### config.mk
export PLATFORM = sky130hd
export DESIGN_NAME = sram_bus_arbiter
export DESIGN_NICKNAME = d
export VERILOG_FILES = /design/src/rtl/sram_bus_arbiter_pkg.sv /design/src/rtl/sram_bus_arbiter_order_fifo.sv /design/src/rtl/sram_bus_arbiter.sv
export SDC_FILE = /design/constraint.sdc
export NUM_CORES = 1
export LEC_CHECK = 0
export ABC_CLOCK_PERIOD_IN_PS = 2600
export BUFFER_PORTS_ARGS = -buffer_cell sky130_fd_sc_hd__clkbuf_2
export CORE_AREA = 2 2 123 125
export DETAILED_ROUTE_END_ITERATION = 10
export DIE_AREA = 0 0 125 127
export GPL_ROUTABILITY_DRIVEN = 0
export PLACE_DENSITY = 0.44
export SLEW_MARGIN = 40
export SYNTH_ARGS = -nofsm -noshare
export SYNTH_HDL_FRONTEND = slang
export SYNTH_SLANG_ARGS = --single-unit
### constraint.sdc
create_clock -name clk -period 2.6 [get_ports clk]
set_input_delay 0.39 -clock clk [delete_from_list [all_inputs] [get_ports clk]]
set_output_delay 0.39 -clock clk [all_outputs]
set_load 0.02 [all_outputs]
### src/rtl/sram_bus_arbiter_pkg.sv
// rtl/sram_bus_arbiter_pkg.sv - shared constants for the SRAM-like bus arbiter
package sram_bus_arbiter_pkg;

   localparam logic TAG_INST = 1'b0;
   localparam logic TAG_DATA = 1'b1;

   localparam logic [1:0] ST_IDLE   = 2'd0;
   localparam logic [1:0] ST_HOLD_I = 2'd1;
   localparam logic [1:0] ST_HOLD_D = 2'd2;

   localparam logic [1:0] SIZE_BYTE = 2'd0;
   localparam logic [1:0] SIZE_HALF = 2'd1;
   localparam logic [1:0] SIZE_WORD = 2'd2;

endpackage

### src/rtl/sram_bus_arbiter_order_fifo.sv
// rtl/sram_bus_arbiter_order_fifo.sv - in-order tag FIFO recording which port owns each accepted request
module arb_order_fifo #(
   parameter int DEPTH = 2,
   parameter int ID_W  = 1,
   localparam int PTR_W = $clog2(DEPTH),
   localparam int CNT_W = PTR_W + 1
) (
   input  logic              clk,
   input  logic              resetn,
   input  logic              push,
   input  logic [ID_W-1:0]   push_tag,
   input  logic              pop,
   output logic [CNT_W-1:0]  count,
   output logic [ID_W-1:0]   head
);

   logic [ID_W-1:0]  mem [DEPTH];
   logic [PTR_W-1:0] rd_ptr;
   logic [PTR_W-1:0] wr_ptr;

   always_ff @(posedge clk) begin
      if (push) begin
         mem[wr_ptr] <= push_tag;
      end
   end

   // DEPTH is a power of two, so pointers wrap by natural overflow
   always_ff @(posedge clk) begin
      if (!resetn) begin
         rd_ptr <= '0;
         wr_ptr <= '0;
         count  <= '0;
      end else begin
         if (push) begin
            wr_ptr <= wr_ptr + PTR_W'(1);
         end
         if (pop) begin
            rd_ptr <= rd_ptr + PTR_W'(1);
         end
         case ({push, pop})
            2'b10:   count <= count + CNT_W'(1);
            2'b01:   count <= count - CNT_W'(1);
            default: count <= count;
         endcase
      end
   end

   assign head = mem[rd_ptr];

endmodule

### src/rtl/sram_bus_arbiter.sv
// rtl/sram_bus_arbiter.sv - shares one SRAM-like bus between the IF and MEM ports, responses routed in issue order
module sram_bus_arbiter
   import sram_bus_arbiter_pkg::*;
#(
   parameter int MAX_OUTST = 2,
   parameter int ID_W      = 1
) (
   input  logic        clk,
   input  logic        resetn,
   input  logic        inst_req,
   input  logic        inst_wr,
   input  logic [1:0]  inst_size,
   input  logic [31:0] inst_addr,
   input  logic [3:0]  inst_wstrb,
   input  logic [31:0] inst_wdata,
   output logic        inst_addr_ok,
   output logic        inst_data_ok,
   output logic [31:0] inst_rdata,
   input  logic        data_req,
   input  logic        data_wr,
   input  logic [1:0]  data_size,
   input  logic [31:0] data_addr,
   input  logic [3:0]  data_wstrb,
   input  logic [31:0] data_wdata,
   output logic        data_addr_ok,
   output logic        data_data_ok,
   output logic [31:0] data_rdata,
   output logic        bus_req,
   output logic        bus_wr,
   output logic [1:0]  bus_size,
   output logic [31:0] bus_addr,
   output logic [3:0]  bus_wstrb,
   output logic [31:0] bus_wdata,
   input  logic        bus_addr_ok,
   input  logic        bus_data_ok,
   input  logic [31:0] bus_rdata,
   output logic        arb_err
);

   localparam int CNT_W = $clog2(MAX_OUTST) + 1;

   logic [1:0]       state;
   logic [1:0]       state_nxt;
   logic             sel_inst;
   logic             sel_data;
   logic             accept;
   logic             pop;
   logic             fifo_full;
   logic [CNT_W-1:0] fifo_count;
   logic [ID_W-1:0]  fifo_head;
   logic [ID_W-1:0]  push_tag;

   assign fifo_full = (fifo_count == CNT_W'(MAX_OUTST));

   // Data wins in IDLE because it belongs to the older instruction; HOLD locks the choice
   always_comb begin
      sel_inst = 1'b0;
      sel_data = 1'b0;
      case (state)
         ST_HOLD_D: sel_data = 1'b1;
         ST_HOLD_I: sel_inst = 1'b1;
         default: begin
            if (!fifo_full) begin
               if (data_req) begin
                  sel_data = 1'b1;
               end else if (inst_req) begin
                  sel_inst = 1'b1;
               end
            end
         end
      endcase
   end

   assign bus_req   = (sel_data & data_req) | (sel_inst & inst_req);
   assign bus_wr    = sel_data ? data_wr    : inst_wr;
   assign bus_size  = sel_data ? data_size  : inst_size;
   assign bus_addr  = sel_data ? data_addr  : inst_addr;
   assign bus_wstrb = sel_data ? data_wstrb : inst_wstrb;
   assign bus_wdata = sel_data ? data_wdata : inst_wdata;

   assign accept       = bus_req & bus_addr_ok;
   assign inst_addr_ok = accept & sel_inst;
   assign data_addr_ok = accept & sel_data;
   assign push_tag     = sel_data ? ID_W'(TAG_DATA) : ID_W'(TAG_INST);

   always_comb begin
      state_nxt = state;
      if (bus_req && !bus_addr_ok) begin
         state_nxt = sel_data ? ST_HOLD_D : ST_HOLD_I;
      end else begin
         // accepted, or the locked source withdrew its request
         state_nxt = ST_IDLE;
      end
   end

   always_ff @(posedge clk) begin
      if (!resetn) begin
         state   <= ST_IDLE;
         arb_err <= 1'b0;
      end else begin
         state <= state_nxt;
         if (bus_data_ok && fifo_count == '0) begin
            arb_err <= 1'b1;
         end
      end
   end

   assign pop          = bus_data_ok & (fifo_count != '0);
   assign inst_data_ok = pop & (fifo_head == ID_W'(TAG_INST));
   assign data_data_ok = pop & (fifo_head == ID_W'(TAG_DATA));
   assign inst_rdata   = bus_rdata;
   assign data_rdata   = bus_rdata;

   arb_order_fifo #(
      .DEPTH (MAX_OUTST),
      .ID_W  (ID_W)
   ) u_fifo (
      .clk      (clk),
      .resetn   (resetn),
      .push     (accept),
      .push_tag (push_tag),
      .pop      (pop),
      .count    (fifo_count),
      .head     (fifo_head)
   );

endmodule

==> flow_summary_export.csv, run 1 <==
group,metric,value,unit
power,pwr-share-comb,0.719,
sta,worstMarginPinSlew,471,ps
route,vias,2060,
power,sequentialPowerShare,0.131,
setup_path,critPathCaptureType,"output port",
clock_network,cts.clk_slew.worst_paths,40,ps
cells_and_area,seq_area,220,um2
synth,syn_avg_cell_area,10.1,um2
cells_and_area,multi_input_area,1320,um2
floorplan,die-area,15900,um2
clock_network,cts.sinks,10,
floorplan,rows,44,
global_routing,grt_pass1_vias,2028,
power,intPower,0.00102,W
cells_and_area,drive_above_1_share,0.832,
floorplan,coreArea,14400,um2
route,post-route-drc-count,0,
global_routing,grt_max_degree,43,
sta,rsz0062_at_grt,"no",
sta,slew_headroom,0.683,
worst_hold_path,worstHoldPathType,"input pin to flip-flop",
sta,holdWs,401,ps
synth,synth_seq_area_share,0.104,
synth,synth_edf_count,2,
sta,setup_viol,0,
setup_path,worst-path-max-fanout,42,
route,ant_nets,0,
synth,ys_warn_count,0,
power,netSwitchingFraction,0.425,
synth,ys_top_cells_by_area,"mux2_4 (33%), buf_4 (23%), mux2_2 (13%), dfxtp_1 (7.6%), buf_6 (3.2%)",
floorplan,die_x,125,um
route,wire_per_inst,12.7,um
power,power_density,583,nW/um2
setup_path,required,2210,ps
setup_path,start_kind,"flip-flop",
cells_and_area,final_core_util,0.212,
clock_network,cts-htree-levels,1,
route,vias_per_cell,3.73,
route,first_pass_iters,4,
setup_path,path_class,"flip-flop to output port",
synth,synth.distinct_cells,32,
clock_network,post_cts_buffers,0,
global_routing,grt-ovfl-total,0,
clock_network,insertion_delay,230,ps
route,drtIter0Drc,34,
worst_hold_path,min_path_cells,3,
cells_and_area,diodes,0,
synth,ys.flop_type,"dfxtp_1",
sta,hold_viol_final,0,
clock_network,cts_tree,"built",
synth,yosysTopAreaCell,"mux2_4",
synth,netlist_instances,210,
setup_path,r2r_cells,9,
placed_design,dp_hpwl,6330,um
run_status,status,"complete, no violations",
power,netSwitchingPower,0.000756,W
cells_and_area,area_growth,44.3,%
floorplan,ios,321,
clock_network,clockBufferDepth,2,
synth,netlist_area,2120,um2
sta,fmax,411,MHz
synth,syn_nets,393,
sta,finalWorstPathRequiredPeriod,2440,ps
synth,synthDominantCellAreaShare,0.326,
sta,finalSetupTns,0,ps
clock_network,numCtsBuffers,3,
power,irDropWorstVdd,0.330,mV
floorplan,die_h,127,um
power,p_leak,1.69,nW
sta,timing.final.crit_share,0.937,
cells_and_area,fill_cells,1608,
synth,async_reset_ff_frac,0,
sta,skew,0.778,ps
route,wl,7040,um
power,p_clk_frac,0.150,
synth,ys_seq_elements,10,
floorplan,initial_utilization,0.147,
global_routing,antenna_found_initial,0,
flow_run,max-cap-violations,0,
sta,finalMaxSlewViolations,0,
global_routing,grt_pass1_wl,10300,um
placed_design,post_dp_cell_area,2960,um2
cells_and_area,fin_area,3050,um2
setup_path,cp.arrival,2050,ps
placed_design,io_buffers,224,
global_routing,grt_usage,0.0785,
clock_network,cts-root-buf,"clkbuf_16",
cells_and_area,final_nets,552,
-- through the flow --
| stage | worst slack [ps] | cells | power [W] |
|---|---|---|---|
| 5_1_grt | 69.4 | 552 | 0.00189 |
| 6_report | 165 | 552 | 0.00178 |
| 3_5_place_dp | 340 | 548 | 0.00153 |
| 3_3_place_gp | 379 | 548 | 0.00151 |
| 2_1_floorplan | 397 | 210 | 0.00130 |
| 4_1_cts | 91.2 | 552 | 0.00181 |
-- logic make-up (layout without fill, tap and decap cells) --
group / count (synthesis) / in the layout / share of synthesized area
buffers and inverters: 81 / 239 / 0.281
AOI/OAI and AO/OA: 12 / 12 / 0.0384
DFF: 10 / 10 / 0.104
xor gates and xnor gates: 3 / 3 / 0.0124
muxes: 73 / 73 / 0.469
and+or+nand+nor: 28 / 28 / 0.0780
adders and majority gates: 3 / 3 / 0.0177
-- cells in the mapped netlist, drive strengths merged (2+ instances only) --
| cell | n |
|---|---|
| nand2 | 5 |
| dfxtp | 8 |
| nor2b | 4 |
| o22ai | 2 |
| xor2 | 2 |
| nor3 | 2 |
| a21oi | 3 |
| nand3b | 2 |
| mux2 | 71 |
| buf | 74 |
| edfxtp | 2 |
| nor2 | 7 |
| inv | 7 |
| ha | 3 |
| o21a | 2 |
| o21ai | 2 |
| nand2b | 3 |
| mux2i | 2 |
-- per-layer routing --
| layer | vias up | wire [um] | share of wire | track usage |
|---|---|---|---|---|
| met5 | - | 0 | 0 | 0 |
| met4 | 0 | 48 | 0.0068 | 0.0137 |
| met3 | 5 | 1090 | 0.15 | 0.0385 |
| met2 | 177 | 3390 | 0.48 | 0.136 |
| met1 | 907 | 2510 | 0.36 | 0.0886 |
| li1 | 971 | - | - | - |
-- placed cells by master, fill, tap and decap left out, drive strengths merged, types with 2 or more instances in the layout --
cell type,n
clkbuf,227
mux2,71
dfxtp,8
inv,7
nor2,7
nand2,5
nor2b,4
buf,4
nand2b,3
a21oi,3
ha,3
o21ai,2
nor3,2
o21a,2
nand3b,2
mux2i,2
xor2,2
edfxtp,2
o22ai,2
-- layout make-up --
type | instances | area share
Multi-Input combinational cell | 119 | 0.433
Tap cell | 184 | 0.0754
Clock buffer | 3 | 0.0246
Inverter | 7 | 0.00860
Timing Repair Buffer | 228 | 0.385
Sequential cell | 10 | 0.0721
Clock inverter | 1 | 0.00123
-- flip-flops by register name, indices dropped and copies added, names as in the netlist, named ones only --
register / count
state: 2
u_fifo.count: 2
u_fifo.mem: 2
arb_err: 1
u_fifo.rd_ptr: 1
u_fifo.wr_ptr: 1
-- critical path, cell delays in order, from the launching register on --
cell and delay (ps):
dfxtp_1 320, inv_1 70, ha_4 290, nand2_1 80, o22ai_4 180, buf_12 290
mux2_2 370, clkbuf_2 150
-- path summary, 6_finish.rpt --
check | from | end | slack [ps]
worst max-delay path | state[0] | bus_wdata[22] | 160
worst min-delay path | bus_data_ok | arb_err | 400
worst max register to register | state[0] | u_fifo.count[1] | 450
worst min register to register | arb_err | arb_err | 460
-- power by group through the flow --
stage	combinational (W)	sequential [W]	clock (W)
2_1_floorplan	0.00107	0.000222	0
3_3_place_gp	0.00128	0.000234	0
3_5_place_dp	0.00129	0.000236	0
4_1_cts	0.00130	0.000233	0.000275
5_1_grt	0.00137	0.000239	0.000280
6_report	0.00128	0.000233	0.000267
-- repair_timing --
action,CTS,global route
gates resized for setup,0,1
endpoints found under the setup margin,0,3
endpoints found under the hold margin,0,0
hold buffers,0,0
(Power assumes the default switching activity.)
==> inputs of run 2 (changes only) <==
--- a/config.mk
+++ b/config.mk
@@ -5,7 +5,7 @@
 export SDC_FILE = /design/constraint.sdc
 export NUM_CORES = 1
 export LEC_CHECK = 0
-export ABC_CLOCK_PERIOD_IN_PS = 2600
+export ABC_CLOCK_PERIOD_IN_PS = 2700
 export BUFFER_PORTS_ARGS = -buffer_cell sky130_fd_sc_hd__clkbuf_2
 export CORE_AREA = 2 2 123 125
 export DETAILED_ROUTE_END_ITERATION = 10
==> constraint.sdc (replaced) <==
create_clock -name clk -period 2.7 [get_ports clk]
set_input_delay 0.405 -clock clk [delete_from_list [all_inputs] [get_ports clk]]
set_output_delay 0.405 -clock clk [all_outputs]
set_load 0.02 [all_outputs]
==> flow_summary_export.csv, run 2 (same netlist as run 1, synthesis figures left out) <==
group,metric,value,unit
clock_network,cts.sinks,10,
cells_and_area,most-common-layout-cells,"clkbuf_2 (224), mux2_4 (46), mux2_2 (25)",
sta,finalMaxSlewViolations,0,
route,wl,6980,um
power,intPower,0.000988,W
clock_network,postCtsHoldBufs,0,
floorplan,coreArea,14400,um2
setup_path,worst-path-max-fanout,41,
power,netSwitchingPower,0.000730,W
global_routing,antenna_found_initial,0,
global_routing,grt_usage,0.0770,
power,netSwitchingFraction,0.425,
floorplan,ios,321,
floorplan,die_x,125,um
power,p_leak,1.69,nW
placed_design,pre_cts_ws,378,ps
clock_network,cts_tree,"built",
cells_and_area,area_growth,43.7,%
power,irDropWorstVdd,0.220,mV
sta,fmax,399,MHz
power,sequentialPowerShare,0.131,
global_routing,grt-ovfl-total,0,
setup_path,required,2300,ps
clock_network,cts-root-buf,"clkbuf_16",
flow_run,max-cap-violations,0,
clock_network,cts-htree-levels,1,
power,finalPower,0.00172,W
clock_network,insertion_delay,230,ps
sta,finalSetupTns,0,ps
clock_network,numCtsBuffers,3,
cells_and_area,fill_cells,1608,
sta,setup_ws,195,ps
route,drtIter0Drc,26,
floorplan,initial_utilization,0.147,
power,pwr-share-comb,0.718,
cells_and_area,largestRegisters,"state (2), u_fifo.count (2), u_fifo.mem (2)",
floorplan,die_h,127,um
clock_network,post_cts_buffers,0,
placed_design,dp_cells,548,
clock_network,cts.clk_slew.worst_paths,40,ps
setup_path,cp_slowest_cell,"mux2_2",
global_routing,grt_max_degree,42,
route,first_pass_iters,5,
sta,timing.final.crit_share,0.928,
setup_path,path_class,"flip-flop to output port",
sta,hold_viol_final,0,
placed_design,dp_hpwl,6320,um
power,p_clk_frac,0.152,
clock_network,post_cts_resized,0,
route,post-route-drc-count,0,
sta,skew,1.73,ps
route,vias_per_cell,3.73,
cells_and_area,final_core_util,0.211,
setup_path,cpPeakStageDelay,380,ps
cells_and_area,final_cells,552,
setup_path,critPathCaptureType,"output port",
setup_path,cp.arrival,2100,ps
cells_and_area,final_nets,552,
sta,rsz0062_at_grt,"no",
cells_and_area,drive_above_1_share,0.829,
cells_and_area,diodes,0,
sta,setup_viol,0,
sta,finalWorstPathRequiredPeriod,2500,ps
global_routing,grt_pass1_vias,2002,
cells_and_area,layout_commonest_cell,"clkbuf_2",
setup_path,start_kind,"flip-flop",
route,ant_nets,0,
sta,worstMarginPinSlew,497,ps
placed_design,io_buffers,224,
run_status,status,"complete, no violations",
floorplan,die-area,15900,um2
route,vias,2058,
setup_path,cp_cell_sequence,"inv_1, ha_1, nand2_1, o22ai_4, buf_12, mux2_2, clkbuf_2",
clock_network,clockBufferDepth,2,
worst_hold_path,worstHoldPathType,"input pin to flip-flop",
floorplan,rows,44,
power,power_density,565,nW/um2
global_routing,grt_pass1_wl,10100,um
sta,slew_headroom,0.665,
route,wire_per_inst,12.6,um
==> run 2: cell types whose count changed in the layout (fill, tap and decap cells not counted), sizes merged <==
cell	previous run	this run
clkbuf	227	228
clkinv	1	0
==> run 2: final timing paths <==
| path | depth (start not counted) | endpoint | slack (ps) | start |
|---|---|---|---|---|
| worst max-delay path | 7 | bus_wdata[20] | 200 | state[0] |
| worst min-delay path | 3 | arb_err | 420 | bus_data_ok |
| worst max register to register | 9 | u_fifo.count[1] | 390 | state[0] |
| worst min register to register | 2 | arb_err | 470 | arb_err |
==> run 2: area by class of cell <==
| cell class | count | area [um2] | area share |
|---|---|---|---|
| Multi-Input combinational cell | 119 | 1310 | 0.431 |
| Timing Repair Buffer | 228 | 1180 | 0.387 |
| Tap cell | 184 | 230 | 0.0757 |
| Sequential cell | 10 | 220 | 0.0724 |
| Clock buffer | 4 | 78.8 | 0.0259 |
| Inverter | 7 | 26.3 | 0.00864 |
==> run 2: through the flow <==
| step | hold WS, ps | instance area (um2) |
|---|---|---|
| 2_1_floorplan | 451 | 2120 |
| 3_3_place_gp | 454 | 2960 |
| 3_5_place_dp | 463 | 2960 |
| 4_1_cts | 419 | 3040 |
| 5_1_grt | 449 | 3040 |
| 6_report | 418 | 3040 |
==> run 2: metal layers <==
metal	GRT usage	up-vias	wire [um]
li1	-	974	-
met1	0.0832	907	2530
met2	0.139	172	3360
met3	0.0377	5	1040
met4	0.0118	0	45
met5	0	-	0
==> run 2: worst max-delay path: cells and delay by family, from the launching register on <==
| kind | cells | cell delay, ps |
|---|---|---|
| adders and majority gates | 1 | 340 |
| DFF | 1 | 330 |
| buffers and inverters | 3 | 480 |
| and+or+nand+nor | 1 | 110 |
| muxes | 1 | 380 |
| AOI/OAI and AO/OA | 1 | 180 |
==> run 2: power by group through the flow <==
| stage | Combinational [W] | Sequential (W) | Clock (W) |
|---|---|---|---|
| 2_1_floorplan | 0.00104 | 0.000214 | 0 |
| 3_3_place_gp | 0.00123 | 0.000225 | 0 |
| 3_5_place_dp | 0.00125 | 0.000227 | 0 |
| 4_1_cts | 0.00125 | 0.000225 | 0.000264 |
| 5_1_grt | 0.00132 | 0.000231 | 0.000272 |
| 6_report | 0.00123 | 0.000224 | 0.000260 |
==> inputs of run 3 (changes only) <==
--- a/config.mk
+++ b/config.mk
@@ -5,12 +5,13 @@
 export SDC_FILE = /design/constraint.sdc
 export NUM_CORES = 1
 export LEC_CHECK = 0
-export ABC_CLOCK_PERIOD_IN_PS = 2700
+export ABC_CLOCK_PERIOD_IN_PS = 2100
 export BUFFER_PORTS_ARGS = -buffer_cell sky130_fd_sc_hd__clkbuf_2
-export CORE_AREA = 2 2 123 125
+export CORE_AREA = 2 2 126 128
 export DETAILED_ROUTE_END_ITERATION = 10
-export DIE_AREA = 0 0 125 127
+export DIE_AREA = 0 0 128 130
 export GPL_ROUTABILITY_DRIVEN = 0
+export MAX_ROUTING_LAYER = met4
 export PLACE_DENSITY = 0.44
 export SLEW_MARGIN = 40
 export SYNTH_ARGS = -nofsm -noshare
==> constraint.sdc (replaced) <==
create_clock -name clk -period 2.1 [get_ports clk]
set_input_delay 0.315 -clock clk [delete_from_list [all_inputs] [get_ports clk]]
set_output_delay 0.315 -clock clk [all_outputs]
set_load 0.02 [all_outputs]
==> flow_summary_export.csv, run 3 (same netlist as run 1, synthesis figures left out) <==
group,metric,value,unit
run_status,status,"finished with violations",
run_status,violations,"setup timing",
route,first_pass_iters,4,
global_routing,grt_max_degree,16,
sta,rsz0062_at_grt,"yes",
setup_path,path_class,"flip-flop to output port",
global_routing,grt_usage,0.0961,
route,vias_per_cell,3.61,
power,irDropWorstVdd,0.341,mV
power,finalPower,0.00301,W
clock_network,numCtsBuffers,3,
setup_path,worst-path-max-fanout,5,
clock_network,cts-htree-levels,1,
floorplan,ios,321,
sta,holdWs,328,ps
setup_path,required,1780,ps
route,wire_per_inst,15.5,um
route,ant_nets,0,
clock_network,cts.sinks,10,
route,drtIter0Drc,26,
cells_and_area,most-common-layout-cells,"clkbuf_2 (178), mux2_4 (66), buf_6 (24)",
floorplan,rows,46,
setup_path,cp_cell_sequence,"inv_2, ha_4, nand2_4, o22ai_4, buf_12, buf_8, clkbuf_16, mux2_4, buf_6",
clock_network,postCtsHoldBufs,0,
setup_path,critPathCaptureType,"output port",
setup_path,cp.arrival,1950,ps
cells_and_area,largestRegisters,"state (2), u_fifo.count (2), u_fifo.mem (2)",
sta,finalMaxSlewViolations,0,
sta,worstMarginPinSlew,384,ps
power,p_leak,2.09,nW
clock_network,clockBufferDepth,2,
floorplan,coreArea,15400,um2
global_routing,antenna_found_initial,9,
clock_network,cts.clk_slew.worst_paths,40,ps
cells_and_area,final_nets,573,
global_routing,grt_pass1_wl,11400,um
placed_design,io_buffers,224,
floorplan,initial_utilization,0.137,
floorplan,die_x,128,um
cells_and_area,layout_commonest_cell,"clkbuf_2",
flow_run,max-cap-violations,0,
sta,finalSetupTns,-9430,ps
route,wl,9130,um
sta,setup_ws,-164,ps
setup_path,cpPeakStageDelay,320,ps
global_routing,grt_pass1_vias,1994,
cells_and_area,area_growth,86.7,%
sta,setup_viol,72,
sta,hold_viol_final,0,
sta,skew,0.746,ps
sta,slew_headroom,0.744,
clock_network,insertion_delay,230,ps
sta,timing.final.crit_share,1.08,
global_routing,grt-ovfl-total,0,
route,post-route-drc-count,0,
sta,fmax,442,MHz
route,vias,2127,
placed_design,pre_cts_ws,-41.2,ps
clock_network,cts-root-buf,"clkbuf_16",
power,power_density,762,nW/um2
sta,finalWorstPathRequiredPeriod,2260,ps
floorplan,die-area,16600,um2
cells_and_area,drive_above_1_share,0.864,
floorplan,die_h,130,um
setup_path,cp_slowest_cell,"dfxtp_2",
placed_design,dp_hpwl,7250,um
clock_network,cts_tree,"built",
setup_path,start_kind,"flip-flop",
worst_hold_path,worstHoldPathType,"input pin to flip-flop",
[run 3: changes by cell type in the layout (fill, tap and decap cells not counted), moves of 3 or more]
cell,delta
mux2_2,-20
buf_4,+8
buf_8,+22
buf_6,+24
buf_16,+8
mux2_4,+20
clkbuf_2,-46
diode_2,+8
buf_12,+3
[run 3: cell type report]
| class | instances | area [um2] |
|---|---|---|
| fillers | 1632 | 11500 |
| inverters | 7 | 26.3 |
| clock inverters | 1 | 3.75 |
| well taps | 192 | 240 |
| clock buffers | 3 | 75.1 |
| multi-input cells | 119 | 1450 |
| repair buffers | 249 | 1920 |
| diodes | 8 | 20.0 |
| flip-flops and latches | 10 | 223 |
[run 3: routing by layer]
layer | share of wire | global-route usage | vias up
li1 | - | - | 1028
met3 | 0.16 | 0.0681 | 4
met2 | 0.44 | 0.136 | 154
met1 | 0.40 | 0.114 | 941
met4 | 0.0039 | 0.0110 | 0
met5 | 0 | - | -
[run 3: worst max-delay path: cells and delay by family, from the launching register on]
kind / cells / cell delay, ps
multiplexers: 1 / 300
flip-flops: 1 / 320
adder cells (fa/ha/maj): 1 / 280
AND/OR/NAND/NOR: 1 / 50
AO/OA/AOI/OAI: 1 / 150
buffers and inverters: 5 / 600
[run 3: timing repair]
item / in CTS / in global routing
pin swaps: 2 / 3
setup buffers: 10 / 0
gates cloned: 7 / 1
gates resized for setup: 68 / 107
endpoints found under the setup margin: 73 / 74
[run 3: final timing paths]
| kind | from | endpoint | slack (ps) | cells after the start |
|---|---|---|---|---|
| setup reg to reg | state[0] | u_fifo.count[1] | 40 | 10 |
| hold reg to reg | arb_err | arb_err | 470 | 2 |
| setup / recovery | state[0] | bus_addr[29] | -160 | 9 |
| hold / removal | bus_data_ok | arb_err | 330 | 3 |
[run 3: stage by stage]
step / cell area (um2) / std cells / util
after floorplan: 2140 / 210 / -
after global placement: 3020 / 559 / 0.195
after detailed placement: 3020 / 559 / 0.195
after CTS: 3680 / 580 / 0.238
after global routing: 3950 / 589 / 0.256
final: 3950 / 589 / 0.256
[run 3: power breakdown]
group	internal (W)	switching [W]	total (W)
Combinational	0.00139	0.00103	0.00241
Sequential	0.000246	0.0000244	0.000270
Clock	0.000249	0.0000814	0.000330
Total	0.00188	0.00113	0.00301
